--- config.mk ---
export PLATFORM = sky130hd
export DESIGN_NAME = mod_accum_ctrl_flat
export DESIGN_NICKNAME = d
export VERILOG_FILES = /design/src/rtl/mod_accum_ctrl_if.sv /design/src/rtl/mod_accum_ctrl.sv /design/src/flat_wrapper.sv
export SDC_FILE = /design/constraint.sdc
export NUM_CORES = 1
export LEC_CHECK = 0
export ABC_CLOCK_PERIOD_IN_PS = 5450
export CORE_UTILIZATION = 45
export DETAILED_ROUTE_END_ITERATION = 6
export PLACE_DENSITY_LB_ADDON = 0.15
export SLEW_MARGIN = 25
export SYNTH_ARGS = -nofsm -noshare
export SYNTH_HDL_FRONTEND = slang
export SYNTH_SLANG_ARGS = --single-unit
--- constraint.sdc ---
create_clock -name iClk -period 5.45 [get_ports iClk]
set_clock_uncertainty 0.05 [all_clocks]
set_input_delay 0.545 -clock iClk [delete_from_list [all_inputs] [get_ports iClk]]
set_output_delay 0.545 -clock iClk [all_outputs]
set_load 0.1 [all_outputs]
--- src/rtl/mod_accum_ctrl_if.sv ---
// Operand-in / result-out handshake bundle for the modular accumulate sequencer.
// Job control (start/len/mod) travels with the streams so one port carries a whole job.
interface mod_accum_ctrl_if #(
    parameter int BITWIDTH = 32,
    parameter int CNTWIDTH = 8
);
    logic                iStart;
    logic [CNTWIDTH-1:0] iLen;
    logic [BITWIDTH-1:0] iMod;
    logic                iValid;
    logic [BITWIDTH-1:0] iData;
    logic                oReady;
    logic                oValid;
    logic [BITWIDTH-1:0] oData;
    logic                iReady;
    logic                oBusy;

    modport slave (
        input  iStart, iLen, iMod, iValid, iData, iReady,
        output oReady, oValid, oData, oBusy
    );

    modport master (
        output iStart, iLen, iMod, iValid, iData, iReady,
        input  oReady, oValid, oData, oBusy
    );
endinterface

--- src/rtl/mod_accum_ctrl.sv ---
// Reduces a stream of iLen operands to their sum mod iMod; result valid the cycle after the last beat.
// One operand per cycle in ACC; result held in DONE until the consumer raises iReady.
module mod_accum_ctrl #(
    parameter int BITWIDTH = 32,
    parameter int CNTWIDTH = 8
) (
    input  logic                 iClk,
    input  logic                 iRstN,
    mod_accum_ctrl_if.slave      bus
);
    typedef enum logic [1:0] {IDLE, ACC, DONE} state_t;

    localparam logic [CNTWIDTH-1:0] CNT_ONE = CNTWIDTH'(1);

    state_t              state_q, state_d;
    logic [BITWIDTH-1:0] acc_q, acc_d;
    logic [BITWIDTH-1:0] mod_q, mod_d;
    logic [CNTWIDTH-1:0] cnt_q, cnt_d;
    logic [CNTWIDTH-1:0] len_q, len_d;

    logic                ready_w;
    logic                valid_w;
    logic [BITWIDTH-1:0] data_w;
    logic [BITWIDTH:0]   sum_w;
    logic [BITWIDTH:0]   diff_w;
    logic [BITWIDTH-1:0] modsum_w;

    // Sum kept one bit wider so a modulus near 2^BITWIDTH still sees the carry.
    assign sum_w    = {1'b0, acc_q} + {1'b0, bus.iData};
    assign diff_w   = sum_w - {1'b0, mod_q};
    assign modsum_w = (sum_w >= {1'b0, mod_q}) ? diff_w[BITWIDTH-1:0] : sum_w[BITWIDTH-1:0];

    always_ff @(posedge iClk or negedge iRstN) begin
        if (!iRstN) begin
            state_q <= IDLE;
            acc_q   <= '0;
            mod_q   <= '0;
            cnt_q   <= '0;
            len_q   <= '0;
        end else begin
            state_q <= state_d;
            acc_q   <= acc_d;
            mod_q   <= mod_d;
            cnt_q   <= cnt_d;
            len_q   <= len_d;
        end
    end

    always_comb begin
        state_d = state_q;
        acc_d   = acc_q;
        mod_d   = mod_q;
        cnt_d   = cnt_q;
        len_d   = len_q;
        ready_w = 1'b0;
        valid_w = 1'b0;
        data_w  = '0;
        case (state_q)
            IDLE: begin
                if (bus.iStart) begin
                    acc_d = '0;
                    cnt_d = '0;
                    if (bus.iLen != '0) begin
                        len_d   = bus.iLen;
                        mod_d   = bus.iMod;
                        state_d = ACC;
                    end else begin
                        state_d = DONE;
                    end
                end
            end
            ACC: begin
                ready_w = 1'b1;
                if (bus.iValid) begin
                    acc_d = modsum_w;
                    cnt_d = cnt_q + CNT_ONE;
                    // len_q is never 0 here, so len_q-1 cannot wrap.
                    if (cnt_q == len_q - CNT_ONE) begin
                        state_d = DONE;
                    end
                end
            end
            DONE: begin
                valid_w = 1'b1;
                data_w  = acc_q;
                if (bus.iReady) begin
                    state_d = IDLE;
                end
            end
            default: state_d = IDLE;
        endcase
    end

    assign bus.oReady = ready_w;
    assign bus.oValid = valid_w;
    assign bus.oData  = data_w;
    assign bus.oBusy  = (state_q != IDLE);
endmodule

--- src/flat_wrapper.sv ---
// flat-port wrapper written by rule: the top's interface ports become plain ports
module mod_accum_ctrl_flat 
#(
    parameter int BITWIDTH = 32,
    parameter int CNTWIDTH = 8
)
  (iClk, iRstN, bus_iStart, bus_iLen, bus_iMod, bus_iValid, bus_iData, bus_iReady, bus_oReady, bus_oValid, bus_oData, bus_oBusy);
  mod_accum_ctrl_if #(.BITWIDTH(BITWIDTH), .CNTWIDTH(CNTWIDTH)) bus_i ();
  input  logic iClk;
  input  logic iRstN;
  input wire logic [$bits(bus_i.iStart)-1:0] bus_iStart;
  input wire logic [$bits(bus_i.iLen)-1:0] bus_iLen;
  input wire logic [$bits(bus_i.iMod)-1:0] bus_iMod;
  input wire logic [$bits(bus_i.iValid)-1:0] bus_iValid;
  input wire logic [$bits(bus_i.iData)-1:0] bus_iData;
  input wire logic [$bits(bus_i.iReady)-1:0] bus_iReady;
  output wire logic [$bits(bus_i.oReady)-1:0] bus_oReady;
  output wire logic [$bits(bus_i.oValid)-1:0] bus_oValid;
  output wire logic [$bits(bus_i.oData)-1:0] bus_oData;
  output wire logic [$bits(bus_i.oBusy)-1:0] bus_oBusy;
  assign bus_i.iStart = bus_iStart;
  assign bus_i.iLen = bus_iLen;
  assign bus_i.iMod = bus_iMod;
  assign bus_i.iValid = bus_iValid;
  assign bus_i.iData = bus_iData;
  assign bus_i.iReady = bus_iReady;
  assign bus_oReady = bus_i.oReady;
  assign bus_oValid = bus_i.oValid;
  assign bus_oData = bus_i.oData;
  assign bus_oBusy = bus_i.oBusy;
  mod_accum_ctrl #(.BITWIDTH(BITWIDTH), .CNTWIDTH(CNTWIDTH)) u_core (.iClk(iClk), .iRstN(iRstN), .bus(bus_i));
endmodule
Word level (Yosys, flattened, before mapping)
Cells that the tools add are included.
{"block": "word_totals", "regBits": 82, "input_bits": 77, "out_inout_bits": 35, "wordCells": 40}
{"block": "op_classes", "n_addsub": 4, "order_cmp": 1, "n_eq_ne": 7, "n_mux": 16, "n_reduce_logical": 7}
{"operator": "two-way mux 32 bit", "n": 4}
{"operator": "one-hot mux 32 bit (2 select lines)", "n": 1}
{"operator": "adder 32 x 32 -> 33 bit", "n": 1}
{"operator": ">= comparator 33 x 32 -> 1 bit", "n": 1}
{"operator": "subtractor 32 bit", "n": 1}
{"operator": "two-way mux 8 bit", "n": 2}
{"operator": "one-hot mux 8 bit (2 select lines)", "n": 1}
{"operator": "two-way mux 2 bit", "n": 5}
{"operator": "adder 8 x 1 -> 8 bit (second input constant)", "n": 1}
{"operator": "equality test 8 bit", "n": 1}
{"operator": "nonzero test 8 bit", "n": 1}
{"operator": "subtractor 8 x 1 -> 8 bit (second input constant)", "n": 1}
{"operator": "inequality test 2 bit (second input constant)", "n": 3}
{"operator": "one-hot mux 2 bit (3 select lines)", "n": 1}
{"operator": "AND reduction 3 bit", "n": 2}
{"operator": "AND reduction 4 bit", "n": 1}
{"operator": "nonzero test 2 bit", "n": 2}
{"operator": "equality test 2 x 1 -> 1 bit (second input constant)", "n": 1}
{"operator": "equality test 2 bit (second input constant)", "n": 1}
{"operator": "zero test 2 bit", "n": 1}
{"operator": "two-way mux 1 bit", "n": 2}
{"operator": "inequality test 2 x 1 -> 1 bit (second input constant)", "n": 1}

Longest topological paths before layout
{"block": "depth", "depth_word": 5, "mapped_depth": 24, "mapped_depth_nobuf": 22}

Least setup slack after synthesis
No wires, ideal clock.
{"block": "synth_timing", "kind": "input to register", "start": "in bus_iData[15]", "end": "reg u_core.acc_q[23]", "setup_time_ns": 0.126, "t_arrival_ns": 4.589, "t_required_ns": 5.274, "slack_ns": 0.685, "path_stages": 21, "path_buffers": 3, "path_cell_list": "ha_1 > buf_6 > a21o_1 > a21o_1 > a21o_1 > o41ai_4 > o21ai_2 > o31ai_1 > xor2_1 > inv_1 > ha_1 > a21o_1 > a221oi_1 > o41ai_1 > nor3_1 > o31a_1 > and2_4 > buf_6 > buf_12 > nor2_1 > a221o_1"}
{"block": "synth_via", "elab_chain_len": 5, "elab_cells_between_ends": 6, "classes_between": "add/sub (2); order compare (1); mux (3)"}
{"item": "start: declaration", "line": "flat_wrapper.sv:15", "text": "input wire logic [$bits(bus_i.iData)-1:0] bus_iData;"}
{"item": "adder 32 x 32 -> 33 bit (*)", "line": "mod_accum_ctrl.sv:29", "text": "assign sum_w = {1'b0, acc_q} + {1'b0, bus.iData};"}
{"item": "subtractor 32 bit / >= comparator 33 x 32 -> 1 bit (equally long branches)", "line": "mod_accum_ctrl.sv:30, mod_accum_ctrl.sv:31"}
{"item": "two-way mux 32 bit (*)", "line": "mod_accum_ctrl.sv:31", "text": "assign modsum_w = (sum_w >= {1'b0, mod_q}) ? diff_w[BITWIDTH-1:0] : sum_w[BITWIDTH-1:0];"}
{"item": "two-way mux 32 bit (*)", "line": "mod_accum_ctrl.sv:74", "text": "if (bus.iValid) begin"}
{"item": "one-hot mux 32 bit (2 select lines) (*)", "line": "mod_accum_ctrl.sv:58", "text": "case (state_q)"}
{"item": "end signal: assignment", "line": "mod_accum_ctrl.sv:36", "text": "acc_q <= '0;"}
{"item": "end signal: assignment", "line": "mod_accum_ctrl.sv:42", "text": "acc_q <= acc_d;"}
{"item": "end: declaration", "line": "mod_accum_ctrl.sv:16", "text": "logic [BITWIDTH-1:0] acc_q, acc_d;"}
Every way passes the cells marked *; elsewhere a longest branch is shown, timed or not. The select of a mux whose other input is x is not followed.
A chain may end at the register's enable or synchronous reset.

Final worst setup path
{"block": "layout_timing", "start": "in bus_iData[0]", "end": "reg u_core.acc_q[27]"}
The elaborated chain is that of the path after synthesis.

==> reports/metrics.cfg <==
[clock_network]
cts-root-buf=clkbuf_16
clk_pin_slew_worst_paths_ps=70
cts_made_buffers=9
htree_levels=3
insertion_delay_ps=350
cts_tree=done
clockBufferDepth=2
cts_num_sinks=82

[finish]
mostFrequentLayoutCells=clkdlybuf4s50_1 (110), nand2_1 (108), dfrtp_1 (82), o21ai_0 (81), a21oi_1 (70)
finish.net_count=1191
diodes=0
design_area_um2=9365
drive_above_1_share=0.1038
layout_commonest_cell=clkdlybuf4s50_1
area_growth_pct=25.40

[global_route]
grt_pass1_vias=6695
grt_overflow_total=0
grt_max_degree=50
grt_pass1_wl_um=34130
antenna_found_initial=0
grt_use_total=0.2617

[worst_setup_path]
timing.critical_path.required_ps=5620
critPathArrivalTime_ps=5250
slowest_stage=clkdlybuf4s50_1
crit_family=compound AO/OA/AOI/OAI gates
crit_chain=clkdlybuf4s50_1 -> ha_1 -> inv_1 -> fa_1 -> nand2b_1 -> a21oi_1 -> nor2b_1 -> nand2_1 -> a31o_2 -> a21oi_1 -> xnor2_1 -> ha_1 -> a21oi_1 -> nor4b_2 -> a21o_1 -> a21oi_2 -> nor4b_1 -> o31ai_1 -> a311o_1 -> xnor2_1 -> o211ai_1
reg2regPathDepth=22
r2r_start=u_core.acc_q[0]
reg2reg_slack_ps=590
critPathBufInv=2
critPathMaxFanout=6
rr_endpoint=u_core.acc_q[26]
worstSetupPathType=input port to register
end_kind=register
crit_path_frequent_cell=a21oi_1
start_kind=input port
critical_path.max_stage_delay_ps=470

[drt]
wl_per_cell_um=16.83
dr.pass1.iters=7
vias_per_cell=5.552
routed_wl_um=21300
drcViolationCount=0
antenna_left=0
dr_total_vias=7029
drtIter0Drc=440

[timing]
slew_violations=0
tightest_slew_ps=974.6
fin_crit_sh=0.9319
final-setup-viol-count=0
tns_ps=0
post-route-min-period_ps=5079
hold_viol_final=0
max_freq_mhz=196.9
max_slew_margin=0.3482

[placement]
post_dp_cell_area_um2=9035
gp_congestion=0.9430
portBuffers=111
hpwl_um=16510

[die]
die_h_um=130.8
initial_core_util=0.4651
dieArea_um2=17120
core_area_um2=16060
ios=112
die-width_um=130.8
rows=46

[synthesis]
ys_ff_latch=82
synth_edf_count=0
synth.net_count=1055
syn_area_um2=7468
synthCells=910
yosysUniqueCellTypes=75
synthArstFlopShare=1.000
synth.avg_cell_area_um2=8.207
ys_warn_count=0
synthFlopType=dfrtp_1
yosysSeqAreaShare=0.2748

[status]
status=finished clean

[run]
cap_viol_max_count=0

[worst_hold_path]
hold_path_class=input port to asynchronous set/reset pin

cell families (layout without fill, tap and decap cells):
kind of cell               after synthesis  after routing  synth area share
AOI/OAI and AO/OA                      266            266            0.2314
xor gates and xnor gates                70             70           0.08209
adders and majority gates               68             68            0.1159
buffers and inverters                   86            225           0.05009
DFF                                     82             82            0.2748
muxes                                   24             24           0.03334
and+or+nand+nor                        314            315            0.2124
how the worst max path moves through the flow:
stage / slack, ps / start / to / cells after the start
final: 370 / bus_iData[0] / u_core.acc_q[27] / 21
after floorplan: 680 / bus_iData[15] / u_core.acc_q[23] / 21
after CTS: 320 / bus_iData[0] / u_core.acc_q[12] / 23
after global routing: -6 / bus_iData[0] / u_core.acc_q[23] / 21
after detailed placement: -10 / bus_iData[0] / u_core.acc_q[12] / 23
after global placement: 90 / bus_iData[0] / u_core.acc_q[23] / 21
through the flow:
step	hold slack, ps	util	worst slack, ps	std cells
final	82.27	0.5832	371.0	1266
after global placement	446.6	0.5626	89.92	1247
after detailed placement	452.2	0.5626	-13.95	1247
after floorplan	199.4	-	684.6	910
after global routing	123.8	0.5832	-6.448	1266
after CTS	97.45	0.5798	324.2	1262
layer usage:
metal / wire length (um) / track usage
met1: 10430 / 0.3651
met2: 9488 / 0.4199
met3: 946 / 0.03583
met4: 437 / 0.07843
met5: 0 / 0
sequential cells by signal, summed over array words and instances (netlist names):
| name | cells |
|---|---|
| u_core.state_q | 2 |
| u_core.mod_q | 32 |
| u_core.len_q | 8 |
| u_core.cnt_q | 8 |
| u_core.acc_q | 32 |
timing repair:
| action | 4_1_cts | 5_1_grt |
|---|---|---|
| hold buffers | 0 | 0 |
| endpoints found under the setup margin | 0 | 24 |
| resized for setup | 0 | 5 |
| setup buffers | 0 | 3 |
Yosys cell counts (4+ instances only):
master / instances / area, um2
a31o_2: 4 / 35.03
dfrtp_1: 82 / 2052
o21ai_0: 81 / 405.4
nor3_1: 12 / 60.06
and3_1: 8 / 50.05
a21o_1: 22 / 165.2
clkbuf_1: 27 / 101.4
a211oi_1: 6 / 45.04
o21bai_1: 4 / 30.03
xnor2_1: 39 / 341.6
o211ai_1: 5 / 37.54
or3_1: 4 / 25.02
and2_1: 39 / 244.0
o31a_1: 5 / 43.79
o21a_1: 6 / 45.04
xor2_1: 31 / 271.5
nor2b_1: 9 / 56.30
nand2b_1: 9 / 56.30
a21oi_1: 70 / 350.3
buf_6: 4 / 45.04
o21ai_1: 14 / 70.07
nand4_1: 17 / 106.4
mux2i_1: 17 / 170.2
nand3_1: 25 / 125.1
a221o_1: 6 / 60.06
nand2_1: 108 / 405.4
inv_1: 49 / 183.9
nor3_2: 5 / 50.05
mux2_2: 7 / 78.83
nor2_1: 57 / 214.0
ha_1: 66 / 825.8
a221oi_1: 4 / 35.03
o31ai_1: 6 / 45.04
area by class of cell:
type | count | area (um2)
inverters | 49 | 183.9
flip-flops and latches | 82 | 2052
fillers | 1505 | 6693
multi-input cells | 743 | 5087
clock buffers | 10 | 239.0
repair buffers | 161 | 1496
clock inverters | 5 | 36.28
well taps | 216 | 270.3
Power is not shown: default switching activity piles up to over one toggle a cycle in this logic, so the estimate is an artifact.
